**src/rtl/rat_io_bridge.sv**
```systemverilog
// rat_io_bridge: CPU I/O port decoder with output latches, a TX byte queue and a 4-source edge interrupt controller.
// Optional feature macro RAT_IO_TXFIFO_EN: FIFO_DEPTH-entry TX FIFO; when undefined a single holding register is used.
module rat_io_bridge #(
    parameter int unsigned FIFO_DEPTH     = 8,
    parameter logic [7:0]  OUT_BASE_ID    = 8'h10,
    parameter logic [7:0]  IN_BASE_ID     = 8'h20,
    parameter logic [7:0]  FIFO_PORT_ID   = 8'h40,
    parameter logic [7:0]  STATUS_PORT_ID = 8'h41,
    parameter logic [7:0]  IRQ_PEND_ID    = 8'h42,
    parameter logic [7:0]  IRQ_MASK_ID    = 8'h43
) (
    input  logic        clk,
    input  logic        rst,
    input  logic [7:0]  port_id,
    input  logic [7:0]  out_port,
    input  logic        io_strb,
    output logic [7:0]  in_port,
    output logic [31:0] out_regs,
    input  logic [31:0] ext_in,
    output logic [7:0]  tx_data,
    output logic        tx_valid,
    input  logic        tx_ready,
    input  logic [3:0]  irq_src,
    output logic        irq_out
);

    logic [7:0]  out_off;
    logic [7:0]  in_off;
    logic        out_hit;
    logic        in_hit;
    logic        push;
    logic        pop;
    logic        status_wr;
    logic        pend_wr;
    logic        mask_wr;
    logic        full;
    logic        empty;
    logic        accept;
    logic        drop;
    logic        overflow;
    logic [31:0] ext_s1;
    logic [31:0] ext_s2;
    logic [3:0]  src_s1;
    logic [3:0]  src_s2;
    logic [3:0]  src_s3;
    logic [3:0]  irq_rise;
    logic [3:0]  pending;
    logic [3:0]  mask;

    // Offsets wrap below the base, so a single unsigned compare decodes each 4-ID window
    assign out_off   = port_id - OUT_BASE_ID;
    assign in_off    = port_id - IN_BASE_ID;
    assign out_hit   = out_off < 8'd4;
    assign in_hit    = in_off < 8'd4;
    assign push      = io_strb && (port_id == FIFO_PORT_ID);
    assign status_wr = io_strb && (port_id == STATUS_PORT_ID);
    assign pend_wr   = io_strb && (port_id == IRQ_PEND_ID);
    assign mask_wr   = io_strb && (port_id == IRQ_MASK_ID);
    assign pop       = tx_valid && tx_ready;
    assign irq_rise  = src_s2 & ~src_s3;

    always_ff @(posedge clk) begin
        if (rst) begin
            out_regs <= '0;
        end else if (io_strb && out_hit) begin
            out_regs[{out_off[1:0], 3'b000} +: 8] <= out_port;
        end
    end

    always_ff @(posedge clk) begin
        if (rst) begin
            ext_s1 <= '0;
            ext_s2 <= '0;
            src_s1 <= '0;
            src_s2 <= '0;
            src_s3 <= '0;
        end else begin
            ext_s1 <= ext_in;
            ext_s2 <= ext_s1;
            src_s1 <= irq_src;
            src_s2 <= src_s1;
            src_s3 <= src_s2;
        end
    end

    // A newly detected edge beats a W1C clear of the same bit
    always_ff @(posedge clk) begin
        if (rst) begin
            pending <= '0;
            mask    <= '0;
            irq_out <= 1'b0;
        end else begin
            pending <= (pending & ~(pend_wr ? out_port[3:0] : 4'b0000)) | irq_rise;
            if (mask_wr) begin
                mask <= out_port[3:0];
            end
            irq_out <= |(pending & mask);
        end
    end

`ifdef RAT_IO_TXFIFO_EN
    localparam int AW = $clog2(FIFO_DEPTH);
    localparam int CW = $clog2(FIFO_DEPTH) + 1;
    localparam logic [CW-1:0] DEPTH_CNT = CW'(FIFO_DEPTH);

    logic [7:0]    mem [FIFO_DEPTH];
    logic [AW-1:0] wr_ptr;
    logic [AW-1:0] rd_ptr;
    logic [CW-1:0] count;

    assign full     = (count == DEPTH_CNT);
    assign empty    = (count == '0);
    assign accept   = push && (!full || pop);
    assign drop     = push && full && !pop;
    assign tx_valid = !empty;
    assign tx_data  = mem[rd_ptr];

    // When full with a pop, the write lands in the slot being vacated this edge
    always_ff @(posedge clk) begin
        if (rst) begin
            wr_ptr <= '0;
            rd_ptr <= '0;
            count  <= '0;
            for (int i = 0; i < FIFO_DEPTH; i++) begin
                mem[i] <= '0;
            end
        end else begin
            if (accept) begin
                mem[wr_ptr] <= out_port;
                wr_ptr      <= wr_ptr + 1'b1;
            end
            if (pop) begin
                rd_ptr <= rd_ptr + 1'b1;
            end
            if (accept && !pop) begin
                count <= count + 1'b1;
            end else if (!accept && pop) begin
                count <= count - 1'b1;
            end
        end
    end
`else
    logic [7:0] hold_data;
    logic       hold_valid;

    assign full     = hold_valid;
    assign empty    = !hold_valid;
    assign accept   = push && (!hold_valid || pop);
    assign drop     = push && hold_valid && !pop;
    assign tx_valid = hold_valid;
    assign tx_data  = hold_data;

    always_ff @(posedge clk) begin
        if (rst) begin
            hold_data  <= '0;
            hold_valid <= 1'b0;
        end else if (accept) begin
            hold_data  <= out_port;
            hold_valid <= 1'b1;
        end else if (pop) begin
            hold_valid <= 1'b0;
        end
    end
`endif

    always_ff @(posedge clk) begin
        if (rst) begin
            overflow <= 1'b0;
        end else if (drop) begin
            overflow <= 1'b1;
        end else if (status_wr) begin
            overflow <= 1'b0;
        end
    end

    always_comb begin
        in_port = 8'h00;
        if (in_hit) begin
            in_port = ext_s2[{in_off[1:0], 3'b000} +: 8];
        end else if (port_id == STATUS_PORT_ID) begin
            in_port = {pending, 1'b0, overflow, full, empty};
        end else if (port_id == IRQ_PEND_ID) begin
            in_port = {4'b0000, pending};
        end else if (port_id == IRQ_MASK_ID) begin
            in_port = {4'b0000, mask};
        end
    end

endmodule
```
**config.mk**
```make
export PLATFORM = sky130hd
export DESIGN_NAME = rat_io_bridge
export DESIGN_NICKNAME = d
export VERILOG_FILES = /design/src/rtl/rat_io_bridge.sv
export SDC_FILE = /design/constraint.sdc
export NUM_CORES = 1
export LEC_CHECK = 0
export CELL_PAD_IN_SITES_DETAIL_PLACEMENT = 0
export CELL_PAD_IN_SITES_GLOBAL_PLACEMENT = 1
export CORE_MARGIN = 3
export CORE_UTILIZATION = 35
export CTS_CLUSTER_DIAMETER = 40
export DETAILED_ROUTE_END_ITERATION = 10
export PLACE_DENSITY = 0.73
export SETUP_SLACK_MARGIN = 0.05
export SYNTH_ARGS = -nofsm -noshare
export SYNTH_HDL_FRONTEND = slang
export SYNTH_SLANG_ARGS = --single-unit
```
**constraint.sdc**
```tcl
create_clock -name clk -period 2.8 [get_ports clk]
set_input_delay 0.7 -clock clk [delete_from_list [all_inputs] [get_ports clk]]
set_output_delay 0.7 -clock clk [all_outputs]
set_load 0.01 [all_outputs]
```
==> run summary <==
Crit path top cell by count: buf_6
CP arrival: 1.96 ns
Critical Path RT: 2.10 ns
Clock buffer depth: 2
Final Power: 4.50 mW
Setup ws final: 0.140 ns
Area of the multi-input gates: 0.00227 mm^2
Worst slew pin tran: 0.515 ns
Post-route setup TNS: 0 ns
CTS Hold Bufs: 0
Hold depth: 1
CTS tree: built
Vias in the first global route: 3526
Top Ports: 106
Ys flop type: dfxtp_1
Die Y: 124 um
Number of H-tree levels: 4
Clock-pin slew on the worst setup and hold paths: 0.05 ns
Setup violators final: 0
Synth Area per Inst: 10.9 um^2
Commonest non-fill, non-tap cell in the layout: dfxtp_1
Crit start category: primary input
Yosys warns: 0
Register area share after synthesis: 0.525
P per Cell Area: 648 mW/mm^2
Post-route ant nets: 0
Rows: 42
P_sw: 933 uW
Final core occ: 0.518
Switching share of power: 0.207
Leading area contributor after synthesis: dfxtp_1
Sequential share of power: 0.417
Antenna Cells: 0
Fmax: 0.376 GHz
Combinational share of power: 0.066
Worst Hold Path EP: ext_s2[14]$_SDFF_PP0_
Max-Cap Viols: 0
Critical Path Max Stage Delay: 0.26 ns
Reg2reg path depth: 4
Cell Chain, Critical Path: dlygate4sd2_1 > nor3_4 > nand4_1 > inv_2 > buf_4 > buf_6 > o2bb2ai_4 > buf_6
Min-delay src: ext_s1[14]$_SDFF_PP0_
Worst path slowest cell: dlygate4sd2_1
Storage cell area: 0.00254 mm^2
Synth area leaders: dfxtp_1 (53%), nor2b_1 (12%), mux2i_1 (9.1%)
Fill cells: 1227
Crit end category: output pin
Cell Int Power: 3.57 mW
Ys async rst share: 0
Num CTS Buffers: 17
Vias/cell: 4.47
Pre-CTS setup slack: -0.731 ns
Syn Std Cell Area: 0.00484 mm^2
Routed WL: 11.1 mm
Global-route wire length before repair: 17.4 mm
Synth cell types: 42
Area grow syn2layout: 43.5%
Worst VDD drop: 0.351 mV
Gr ovfl total: 0
Register bit total from synthesis: 127
Chip width: 124 um
Max Slew Vio Count: 0
Tcrit/Tclk final: 0.950
Drt initial violations: 147
Fin crit period: 2.66 ns
Hold Vio Cnt, Final: 0
Layout cells sized above 1: 0.196
Drt wl/cell: 14.4 um
Largest net degree at the start of global routing: 55
Routability cong.: 0.856
Top-area cell type share of the netlist area: 0.525
Reg2reg start: tx_valid$_SDFFE_PP0P_
Normalized max-slew margin: 0.655
First-pass detailed-route iteration total: 4
Cell count after synthesis: 443
Most frequent cells in the layout: dfxtp_1 (127), nor2b_1 (89), clkdlybuf4s50_1 (88)
HPWL Detailed: 8.04 mm
Antenna violations before repair: 0
I/O Buffers: 105
Routed via count: 3441
Core area: 0.0134 mm^2
DRC violations left: 0
Critical path type: in2out
Starting density of the core: 0.361
Post-synth EDFFs: 0
Layout net count: 643
FF-to-FF setup slack: 1.45 ns
Leak: 2.95 nW
Net Count, Synth: 506
Clock power share: 0.517
Clock Skew: 0.00394 ns
Global-route usage over all layers: 0.152
Die area: 0.0153 mm^2
Clk root buf: clkbuf_16
RSZ-0062 raised after global routing: false
Clock sinks: 127
Status: complete, no violations
Critical-path maximum fanout: 5
R2R Path End: tx_data[7]$_SDFFE_PP0P_
Clock latency on the worst-skew pair: 0.41 ns
Worst min path class: reg2reg
[how the worst max path moves through the flow]
stage                     startpoint          to  slack (ns)  cells after the start
final                     port_id[2]  in_port[2]        0.14                      8
after global routing      port_id[2]  in_port[2]        0.06                      8
after detailed placement  port_id[0]  in_port[1]       -0.73                      8
after global placement    port_id[0]  in_port[1]       -0.69                      8
after CTS                 port_id[1]  in_port[1]        0.04                      8
after floorplan           port_id[1]  in_port[4]        0.29                      5
[sequential cells by signal, summed over array words and instances, names as in the netlist]
register and flops:
pending 4, tx_data 8, ext_s2 32, ext_s1 32, tx_valid 1, src_s1 4
src_s3 4, src_s2 4, overflow 1, mask 4, out_regs 32, irq_out 1
[cells in the mapped netlist, drive strengths merged, types with 4 or more instances]
library cell / n
nand2: 38
mux4: 8
nand2b: 32
a22o: 4
inv: 7
nand4: 11
dfxtp: 127
clkbuf: 15
buf: 5
a21oi: 11
mux2i: 44
ha: 7
nor2: 18
nor2b: 90
[through the flow]
step	cells	instance area, um^2	hold WS [ns]
3_5_place_dp	732	6230	0.424
2_1_floorplan	443	4840	0.414
6_report	769	6950	0.434
5_1_grt	769	6950	0.454
4_1_cts	769	6950	0.437
3_3_place_gp	732	6230	0.418
[routing by layer]
metal,track usage,share of wire,up-vias
met1,0.182,0.44,1566
met4,0.0657,0.016,0
met3,0.0468,0.065,17
met2,0.253,0.48,107
met5,0,0,-
li1,-,-,1751
[logic make-up after synthesis]
group,Yosys count,synth area share
flip-flops,127,0.525
adder cells (fa/ha/maj),7,0.0181
AO/OA/AOI/OAI,25,0.0346
XOR/XNOR,2,0.00750
buffers and inverters,27,0.0248
multiplexers,52,0.129
AND/OR/NAND/NOR,203,0.261
[worst max-delay path: cells and delay by family]
kind,cells,cell delay (ns)
buffers and inverters,5,0.69
AOI/OAI and AO/OA,1,0.13
and+or+nand+nor,2,0.42
[power by group through the flow]
stage / Sequential [mW] / Combinational, mW / Clock, mW
after floorplan: 1.91 / 0.150 / 0
after global placement: 1.92 / 0.288 / 0
after detailed placement: 1.92 / 0.292 / 0
after CTS: 1.88 / 0.299 / 2.39
after global routing: 1.88 / 0.321 / 2.48
final: 1.88 / 0.296 / 2.33
[repair_timing]
item	CTS	global route
pin swaps	6	4
endpoints found under the setup margin	8	8
resized for setup	63	14
setup buffers	5	0
[area by class of cell]
cell class,count,share of cell area
Timing Repair Buffer,138,0.179
Clock buffer,20,0.0658
Inverter,7,0.00378
Tap cell,176,0.0317
Sequential cell,127,0.366
Clock inverter,12,0.0263
Multi-Input combinational cell,289,0.327
Note: power is estimated with default switching activity, not from simulation.
